### config.mk
export PLATFORM = sky130hd
export DESIGN_NAME = clkdiv_multi
export DESIGN_NICKNAME = d
export VERILOG_FILES = /design/src/rtl/clkdiv_pkg.sv /design/src/rtl/clkdiv_chan.sv /design/src/rtl/clkdiv_multi.sv
export SDC_FILE = /design/constraint.sdc
export NUM_CORES = 1
export LEC_CHECK = 0
export ABC_CLOCK_PERIOD_IN_PS = 2830
export BUFFER_PORTS_ARGS = -buffer_cell sky130_fd_sc_hd__buf_2
export CORE_ASPECT_RATIO = 1.1
export CORE_UTILIZATION = 45
export CTS_BUF_LIST = sky130_fd_sc_hd__clkbuf_4
export CTS_CLUSTER_DIAMETER = 60
export CTS_CLUSTER_SIZE = 10
export DETAILED_ROUTE_END_ITERATION = 7
export MAX_ROUTING_LAYER = met4
export PLACE_DENSITY = 0.69
export SLEW_MARGIN = 0
export SYNTH_ARGS = -nofsm -noshare
export SYNTH_HDL_FRONTEND = slang
export SYNTH_SLANG_ARGS = --single-unit
### constraint.sdc
create_clock -name clk -period 2.83 [get_ports clk]
set_clock_uncertainty 0.05 [all_clocks]
set_input_delay 0.566 -clock clk [delete_from_list [all_inputs] [get_ports clk]]
set_output_delay 0.566 -clock clk [all_outputs]
set_load 0.05 [all_outputs]
### src/rtl/clkdiv_pkg.sv
// rtl/clkdiv_pkg.sv - shared constants and helpers for the multi-channel divider
package clkdiv_pkg;

  localparam int MIN_DIV = 2;

  // Periods below MIN_DIV cannot produce a distinct wrap cycle, so writes are clamped up.
  function automatic logic [31:0] clamp_div(input logic [31:0] div);
    return (div < 32'(MIN_DIV)) ? 32'(MIN_DIV) : div;
  endfunction

  function automatic int ch_width(input int channels);
    return (channels > 1) ? $clog2(channels) : 1;
  endfunction

endpackage

### src/rtl/clkdiv_chan.sv
// rtl/clkdiv_chan.sv - one divider channel: counter, active/shadow config, registered outputs
module clkdiv_chan
  import clkdiv_pkg::*;
#(
  parameter int WIDTH       = 16,
  parameter int DEFAULT_DIV = 10_000
) (
  input  logic             clk,
  input  logic             rst,
  input  logic             en,
  input  logic             wr,
  input  logic [WIDTH-1:0] wr_div,
  input  logic [WIDTH-1:0] wr_high,
  output logic             clkout,
  output logic             tick,
  output logic             pending
);

  localparam logic [WIDTH-1:0] DEF_P = WIDTH'(DEFAULT_DIV);
  localparam logic [WIDTH-1:0] DEF_H = WIDTH'(DEFAULT_DIV / 2);

  logic [WIDTH-1:0] per;
  logic [WIDTH-1:0] high;
  logic [WIDTH-1:0] per_sh;
  logic [WIDTH-1:0] high_sh;
  logic [WIDTH-1:0] cnt;

  logic [WIDTH-1:0] per_new;
  logic [WIDTH-1:0] high_new;
  logic [WIDTH-1:0] cnt_inc;
  logic [WIDTH-1:0] per_wr;
  logic             at_wrap;

  always_comb begin
    per_new  = pending ? per_sh : per;
    high_new = pending ? high_sh : high;
    cnt_inc  = cnt + WIDTH'(1);
    at_wrap  = (cnt == per - WIDTH'(1));
    per_wr   = WIDTH'(clamp_div(32'(wr_div)));
  end

  // A write landing on a wrap or disabled edge is registered after the shadow is consumed,
  // so that edge still applies the previous shadow and the new one waits for the next boundary.
  always_ff @(posedge clk) begin
    if (rst) begin
      per     <= DEF_P;
      high    <= DEF_H;
      per_sh  <= DEF_P;
      high_sh <= DEF_H;
      cnt     <= DEF_P - WIDTH'(1);
      pending <= 1'b0;
      clkout  <= 1'b0;
      tick    <= 1'b0;
    end else begin
      if (!en) begin
        per     <= per_new;
        high    <= high_new;
        pending <= 1'b0;
        cnt     <= per_new - WIDTH'(1);
        clkout  <= 1'b0;
        tick    <= 1'b0;
      end else if (at_wrap) begin
        per     <= per_new;
        high    <= high_new;
        pending <= 1'b0;
        cnt     <= '0;
        tick    <= 1'b1;
        clkout  <= (high_new != '0);
      end else begin
        cnt     <= cnt_inc;
        tick    <= 1'b0;
        clkout  <= (cnt_inc < high);
      end
      if (wr) begin
        per_sh  <= per_wr;
        high_sh <= wr_high;
        pending <= 1'b1;
      end
    end
  end

endmodule

### src/rtl/clkdiv_multi.sv
// rtl/clkdiv_multi.sv - multi-channel programmable clock/tick generator top
module clkdiv_multi
  import clkdiv_pkg::*;
#(
  parameter int CHANNELS    = 4,
  parameter int WIDTH       = 16,
  parameter int DEFAULT_DIV = 10_000,
  localparam int CH_W       = ch_width(CHANNELS)
) (
  input  logic                clk,
  input  logic                rst,
  input  logic [CHANNELS-1:0] en,
  input  logic                load,
  input  logic [CH_W-1:0]     load_ch,
  input  logic [WIDTH-1:0]    load_div,
  input  logic [WIDTH-1:0]    load_high,
  output logic [CHANNELS-1:0] clkout,
  output logic [CHANNELS-1:0] tick,
  output logic [CHANNELS-1:0] pending
);

  logic [CHANNELS-1:0] wr;

  // Out-of-range channel indices match no strobe and are silently dropped.
  always_comb begin
    wr = '0;
    for (int i = 0; i < CHANNELS; i++) begin
      wr[i] = load && (load_ch == CH_W'(i));
    end
  end

  for (genvar g = 0; g < CHANNELS; g++) begin : g_chan
    clkdiv_chan #(
      .WIDTH       (WIDTH),
      .DEFAULT_DIV (DEFAULT_DIV)
    ) u_chan (
      .clk     (clk),
      .rst     (rst),
      .en      (en[g]),
      .wr      (wr[g]),
      .wr_div  (load_div),
      .wr_high (load_high),
      .clkout  (clkout[g]),
      .tick    (tick[g]),
      .pending (pending[g])
    );
  end

endmodule

# [Word-level counts from Yosys, hierarchy flattened]
# Index checks and enable logic that the tools add are counted.
# Widths: inputs -> output; s select.
[word_totals] register_bits=332 latchBits=0 ram_bits=0 mem_bits_ro=0 input_bits=41 out_inout_bits=12 elab_cells=134 mem_count=0
[op_classes] n_addsub=12 mul=0 n_div=0 order_cmp=5 n_eq_ne=15 n_shift=0 n_mux=53 n_bitwise=4 reduce_logical=13
[op_table] cell="$mux 16" n=33
[op_table] cell="$sub 16x1->16 const B" n=8
[op_table] cell="$add 16x1->16 const B" n=4
[op_table] cell="$eq 16x16->1" n=4
[op_table] cell="$lt 16x16->1" n=4
[op_table] cell="$reduce_bool 16->1" n=4
[op_table] cell="$mux 1" n=20
[op_table] cell="$lt 16x2->1 const B" n=1
[op_table] cell="$ne 3x1->1 const B" n=4
[op_table] cell="$ne 2x1->1 const B" n=4
[op_table] cell="$reduce_or 2->1" n=4
[op_table] cell="$eq 2x2->1 const B" n=2
[op_table] cell="$logic_and 1x1->1" n=4
[op_table] cell="$not 1->1" n=4
[op_table] cell="$eq 2x1->1 const B" n=1
[op_table] cell="$logic_not 2->1" n=1

# [Depth between registers and ports, before layout]
[logic_depth] ltp_word=5 mapped_depth=13 mapped_depth_nobuf=12

# [Hierarchy]
# From an unflattened synthesis, not the netlist that was laid out.
[hier_totals] hier_cells=2371 area_unflattened_um2=20035.5
[modules_own_cells] module="clkdiv_chan at g_chan[1].u_chan ..." instances=2 cells_per_inst=595 area_per_inst_um2=5087.4 seq_area_each_um2=1661.6
[modules_own_cells] module="clkdiv_chan at g_chan[0].u_chan" instances=1 cells_per_inst=588 area_per_inst_um2=4989.8 seq_area_each_um2=1661.6
[modules_own_cells] module="clkdiv_chan at g_chan[2].u_chan" instances=1 cells_per_inst=589 area_per_inst_um2=4833.4 seq_area_each_um2=1661.6
[modules_own_cells] module="clkdiv_multi" instances=1 cells_per_inst=4 area_per_inst_um2=37.5 seq_area_each_um2=0.0

# [Worst setup path after synthesis]
# OpenSTA, ideal clock, no wires.
[synth_path] path_kind="register to register" startpoint="register g_chan[0].u_chan.per[0]" endpoint="register g_chan[0].u_chan.per[11]" setup_time_ps=131 arrival_time_ps=2939 t_required_ps=2649 path_slack_ps=-290 path_stages_with_launch=13 path_buffers=3 synth_period_minus_slack_ps=3120 cell_sequence="dfxtp_1 inv_1 ha_1 or4b_1 clkbuf_1 or4_1 a32oi_1 mux2i_1 or4_1 buf_2 buf_6 o2111ai_1 o31ai_1"
[synth_between] elab_chain_len=3
[synth_rtl] item="from (decl)" line_no="clkdiv_chan.sv:22" text="logic [WIDTH-1:0] per;"
[synth_rtl] item="from (signal assigned)" line_no="clkdiv_chan.sv:56" text="per <= per_new;"
[synth_rtl] item="from (signal assigned)" line_no="clkdiv_chan.sv:63" text="per <= per_new;"
[synth_rtl] item="$sub 16x1->16" line_no="clkdiv_chan.sv:38" text="at_wrap = (cnt == per - WIDTH'(1));"
[synth_rtl] item="$eq 16x16->1" line_no="clkdiv_chan.sv:38"
[synth_rtl] item="$ne 2x1->1 (no source line)"
# Every way passes these cells.
# A chain may end at the register's enable or synchronous reset.

# [Worst setup path in the final report]
[layout_path] startpoint="register g_chan[0].u_chan.per[0]" endpoint="register g_chan[0].u_chan.cnt[10]"
[layout_between] elab_chain_len=4 elab_cells_between_ends=6 classes_between="add/sub: 2; eq/ne: 1; mux: 3"
[layout_rtl] item="$sub 16x1->16" line_no="clkdiv_chan.sv:38"
[layout_rtl] item="$eq 16x16->1" line_no="clkdiv_chan.sv:38"
[layout_rtl] item="$mux 16" line_no="clkdiv_chan.sv:62" text="end else if (at_wrap) begin"
[layout_rtl] item="$mux 16 *" line_no="clkdiv_chan.sv:55" text="if (!en) begin"
[layout_rtl] item="to (signal assigned)" line_no="clkdiv_chan.sv:50" text="cnt <= DEF_P - WIDTH'(1);"
[layout_rtl] item="to (signal assigned)" line_no="clkdiv_chan.sv:59" text="cnt <= per_new - WIDTH'(1);"
[layout_rtl] item="to (signal assigned)" line_no="clkdiv_chan.sv:70" text="cnt <= cnt_inc;"
[layout_rtl] item="to (decl)" line_no="clkdiv_chan.sv:26" text="logic [WIDTH-1:0] cnt;"
# Mark *: on every way between the ends. The rest lies on a longest branch, timed or not.

==> summary.log <==
INFO  power_and_ir_drop combPwrFrac=25.1%
INFO  cells_and_area final_cell_area=24600µm²
INFO  timing         timing.final.setup_violations=94
INFO  timing         finalCritPeriodShare=107%
INFO  clocking       cts_num_sinks=332
INFO  synth          synth_cell_types=82
INFO  floorplan      initial_core_util=45.8%
INFO  power_and_ir_drop clock_power_share=25.1%
INFO  outcome        result_of_the_run=complete, but fails checks
INFO  synth          synth_enable_flop_cells=0
INFO  cells_and_area multiInputGateArea=13800µm²
INFO  global_route   grt_pass1_wl=103000µm
INFO  critical_path  crit_start=g_chan[0].u_chan.per[0]
INFO  drt            drt_drc=0
INFO  synth          syn_area_per_cell=7.91µm²
INFO  floorplan      core.rowCount=81
INFO  global_route   grt_max_degree=115
INFO  critical_path  cp_common_cell=buf_12
INFO  drt            vias=20300
INFO  critical_path  cp-start-kind=register
INFO  synth          synth_seq_cells=332
INFO  synth          synth_top_cell_by_area=dfxtp_1
INFO  critical_path  rr_endpoint=g_chan[0].u_chan.cnt[10]
INFO  timing         tightestPinTransition=0.834ns
INFO  clocking       worst_skew_pair_latency=0.74ns
INFO  timing         maximum_operating_frequency=0.331GHz
INFO  synth          fraction_of_synthesized_cell_area_taken_by_the_top_area_cell_type=32.5%
INFO  timing         finalHoldViolCount=0
INFO  floorplan      floorplan.io_pins=53
INFO  drt            drt_first_pass_iters=6
INFO  cells_and_area area_delta_synth_final=20.2%
INFO  critical_path  worstRegToRegCells=14
INFO  power_and_ir_drop pwr-share-seq=49.8%
INFO  critical_path  critical_path_data_required_time=3.33ns
INFO  power_and_ir_drop ir_drop=0.000325V
INFO  cells_and_area layout.filler_cells=4017
INFO  synth          post_synth_main_area_contributors=dfxtp_1 33%, nand2_1 8.3%, mux2i_1 5.7%
INFO  power_and_ir_drop swShare=33.1%
INFO  critical_path  timing_worst_setup_path_type=register to register
INFO  global_route   grt_pass1_vias=19100
INFO  worst_hold_path hold_end=g_chan[3].u_chan.high_sh[13]
INFO  synth          synth.yosys.seq_area_share=32.5%
INFO  critical_path  worstReg2RegStart=g_chan[0].u_chan.per[0]
INFO  drt            detailedRoute.firstIterationViolations=1928
INFO  floorplan      fp.dieArea=46300µm²
INFO  critical_path  minimum_setup_slack_among_reg_to_reg_paths=-0.19ns
INFO  place          post_dp_cell_area=22400µm²
INFO  critical_path  timing.critical_path.to_type=register
INFO  worst_hold_path critical_hold_path_startpoint=load_high[13]
INFO  critical_path  critical_path.max_fanout=7
INFO  critical_path  crit_slowest_cell=or4_4
INFO  timing         timing.final.crit_period=3.02ns
INFO  critical_path  cpPeakStageDelay=0.58ns
INFO  floorplan      die_height=226µm
INFO  cells_and_area layout.core_utilization=55.0%
INFO  cells_and_area design.final.nets=2821
INFO  global_route   grt_util_all_layers=28.8%
INFO  synth          asyncSetResetFlopFracSynth=0%
INFO  power_and_ir_drop power_density=410nW/µm²
INFO  critical_path  worstPathArrival=3.52ns
INFO  clocking       tritoncts_clock_tree=built
INFO  global_route   antenna_found_initial=12
INFO  clocking       clock-root-buffer=clkbuf_4
INFO  timing         postLayoutSetupSlackWorst=-0.192ns
INFO  clocking       cts_buffers=40
INFO  clocking       cts.clk_slew.worst_paths=0.12ns
INFO  clocking       cts_max_path_bufs=3
INFO  worst_hold_path whs_path_depth=3
INFO  floorplan      core_region_area=44700µm²
INFO  outcome        failed_checks=negative setup slack
INFO  timing         slew_headroom=44.4%
INFO  timing         grt_setup_unrepaired=yes
INFO  clocking       cts_max_level=2
INFO  worst_hold_path min-delay-path-class=input pin to register
INFO  timing         final_max_slew_viol_count=0
INFO  synth          mappedNetlistArea=20400µm²
INFO  synth          netlist_instances=2584
INFO  cells_and_area drive_above_1_share=20.8%
INFO  drt            vias_per_cell=6.13
INFO  place          detailed_place_hpwl=46900µm
INFO  timing         hold-worst-slack=0.0699ns
INFO  global_route   grt_overflow_total=0
INFO  drt            ant_nets=0
INFO  cells_and_area layout.area.seq=6670µm²
INFO  floorplan      die_w=205µm
INFO  power_and_ir_drop static-leakage-power=8.89nW
INFO  power_and_ir_drop p_sw=3.34mW
INFO  place          number_of_buffers_inserted_by_port_buffering=52
INFO  synth          synthesis.yosys.warnings=0
INFO  synth          synthesis.nets=2697
INFO  power_and_ir_drop cellInternalPower=6.73mW
INFO  synth          synth_ff_type=dfxtp_1
INFO  job            drv.max_cap_violation_count=0
INFO  place          routability_driven_placement_congestion_ratio=0.955
INFO  drt            drt-wirelength-per-cell=20.4µm
INFO  drt            drt_wl_total=67500µm
INFO  critical_path  timing.critical_path.cells=inv_2, ha_4, buf_4, and2_1, o21a_1, o31ai_1, buf_4, nand2b_1, or4_4, buf_12, buf_12, nor2_4, buf_12, o221ai_2
[per-layer routing]
metal / GRT usage, % / wire length (µm) / vias up / share of wire, %
met1: 35.9 / 28000 / 9754 / 42
met2: 47.0 / 32400 / 751 / 48
li1: - / - / 9598 / -
met3: 4.20 / 4600 / 181 / 6.8
met5: - / 0 / - / 0
met4: 10.3 / 2470 / 0 / 3.7
[layout make-up]
cell class	count	share of cell area (%)
well taps	581	2.96
flip-flops and latches	332	27.1
clock inverters	7	0.234
multi-input cells	1937	56.0
diodes	12	0.122
clock buffers	44	1.34
repair buffers	301	10.7
inverters	96	1.49
[flip-flops by register name (all words and copies together) (netlist names)]
signal,count
g_chan.u_chan.cnt,64
g_chan.u_chan.tick,4
g_chan.u_chan.clkout,4
g_chan.u_chan.high,64
g_chan.u_chan.pending,4
g_chan.u_chan.high_sh,64
g_chan.u_chan.per,64
g_chan.u_chan.per_sh,64
[through the flow]
stage,power (mW),std cells,TNS (ns),setup slack [ns]
6_report,10.1,3310,-11.01,-0.192
5_1_grt,10.5,3310,-22.66,-0.331
4_1_cts,9.86,3284,-6.57,-0.144
3_5_place_dp,7.15,3210,-13.12,-0.226
3_3_place_gp,7.10,3210,-5.92,-0.162
2_1_floorplan,6.42,2584,-3.96,-0.165
[cell families (layout without fill, tap and decap cells)]
family | Yosys count | count (layout) | synth area share, %
buffers and inverters | 315 | 448 | 6.23
AO/OA/AOI/OAI | 548 | 548 | 19.1
XOR/XNOR | 174 | 174 | 7.53
other | 0 | 12 | 0
AND/OR/NAND/NOR | 1019 | 1019 | 24.1
flip-flops | 332 | 332 | 32.5
multiplexers | 124 | 124 | 6.12
adder cells (fa/ha/maj) | 72 | 72 | 4.41
[Yosys cell counts (all sizes together), types with 17 or more instances]
library cell	count
nand2b	18
o211ai	39
nor4	57
nor3b	26
and3	20
a31oi	28
clkbuf	174
o31ai	24
nand2	456
o311ai	36
nor2	124
nand3	96
dfxtp	332
nand4	36
a21oi	146
inv	94
a211oi	40
xor2	69
o2111ai	45
nor3	60
buf	45
xnor2	104
ha	72
and2	17
mux2i	116
o21ai	35
a2111oi	20
[how the worst max path moves through the flow]
stage                                 to
2_1_floorplan    g_chan[0].u_chan.per[1]
3_3_place_gp    g_chan[0].u_chan.cnt[10]
3_5_place_dp    g_chan[0].u_chan.cnt[10]
4_1_cts        g_chan[2].u_chan.high[13]
5_1_grt         g_chan[2].u_chan.high[4]
6_report        g_chan[0].u_chan.cnt[10]
[worst max-delay path: cells and delay by family, from the launching register on]
family,cells,cell delay (ns)
compound gates,3,0.57
fa+ha+maj,1,0.14
buf+inv,6,0.79
flops,1,0.37
simple gates,4,0.93
[power groups by stage]
stage / sequential, mW / combinational [mW] / clock [mW]
global route: 5.04 / 2.70 / 2.73
floorplan: 5.06 / 1.36 / 0
CTS: 5.00 / 2.30 / 2.55
detailed placement: 5.11 / 2.04 / 0
finish: 5.02 / 2.53 / 2.52
global placement: 5.10 / 2.00 / 0
[what timing repair did]
| item | CTS | global route |
|---|---|---|
| setup endpoints to repair | 170 | 185 |
| resized for setup | 99 | 154 |
| buffers inserted | 17 | 8 |
| hold buffers | 0 | 0 |
| gates cloned | 7 | 8 |
| pin swaps | 44 | 45 |
[layout by cell type, fill, tap and decap left out, types with 14 or more instances in the layout]
cell type,Yosys,routed
nand2_1,454,453
dfxtp_1,332,315
buf_4,15,200
a21oi_1,146,139
mux2i_1,116,116
nor2_1,123,115
xnor2_1,104,97
inv_1,93,88
nand3_1,96,84
ha_1,72,68
xor2_1,69,66
nor3_1,60,54
buf_2,16,52
nor4_1,55,48
clkbuf_4,0,44
nand4_1,36,36
o211ai_1,36,36
a211oi_1,40,31
o21ai_0,32,31
a31oi_1,28,23
nor3b_1,26,23
o2111ai_1,45,22
o31ai_1,24,21
and3_1,20,18
nand2b_1,18,18
buf_6,2,18
and2_1,17,16
o32a_1,16,16
o2111ai_2,0,16
buf_12,0,16
dfxtp_2,0,15
or3_1,15,14
nand3b_1,14,14
Power figures use the tool's default switching activity.
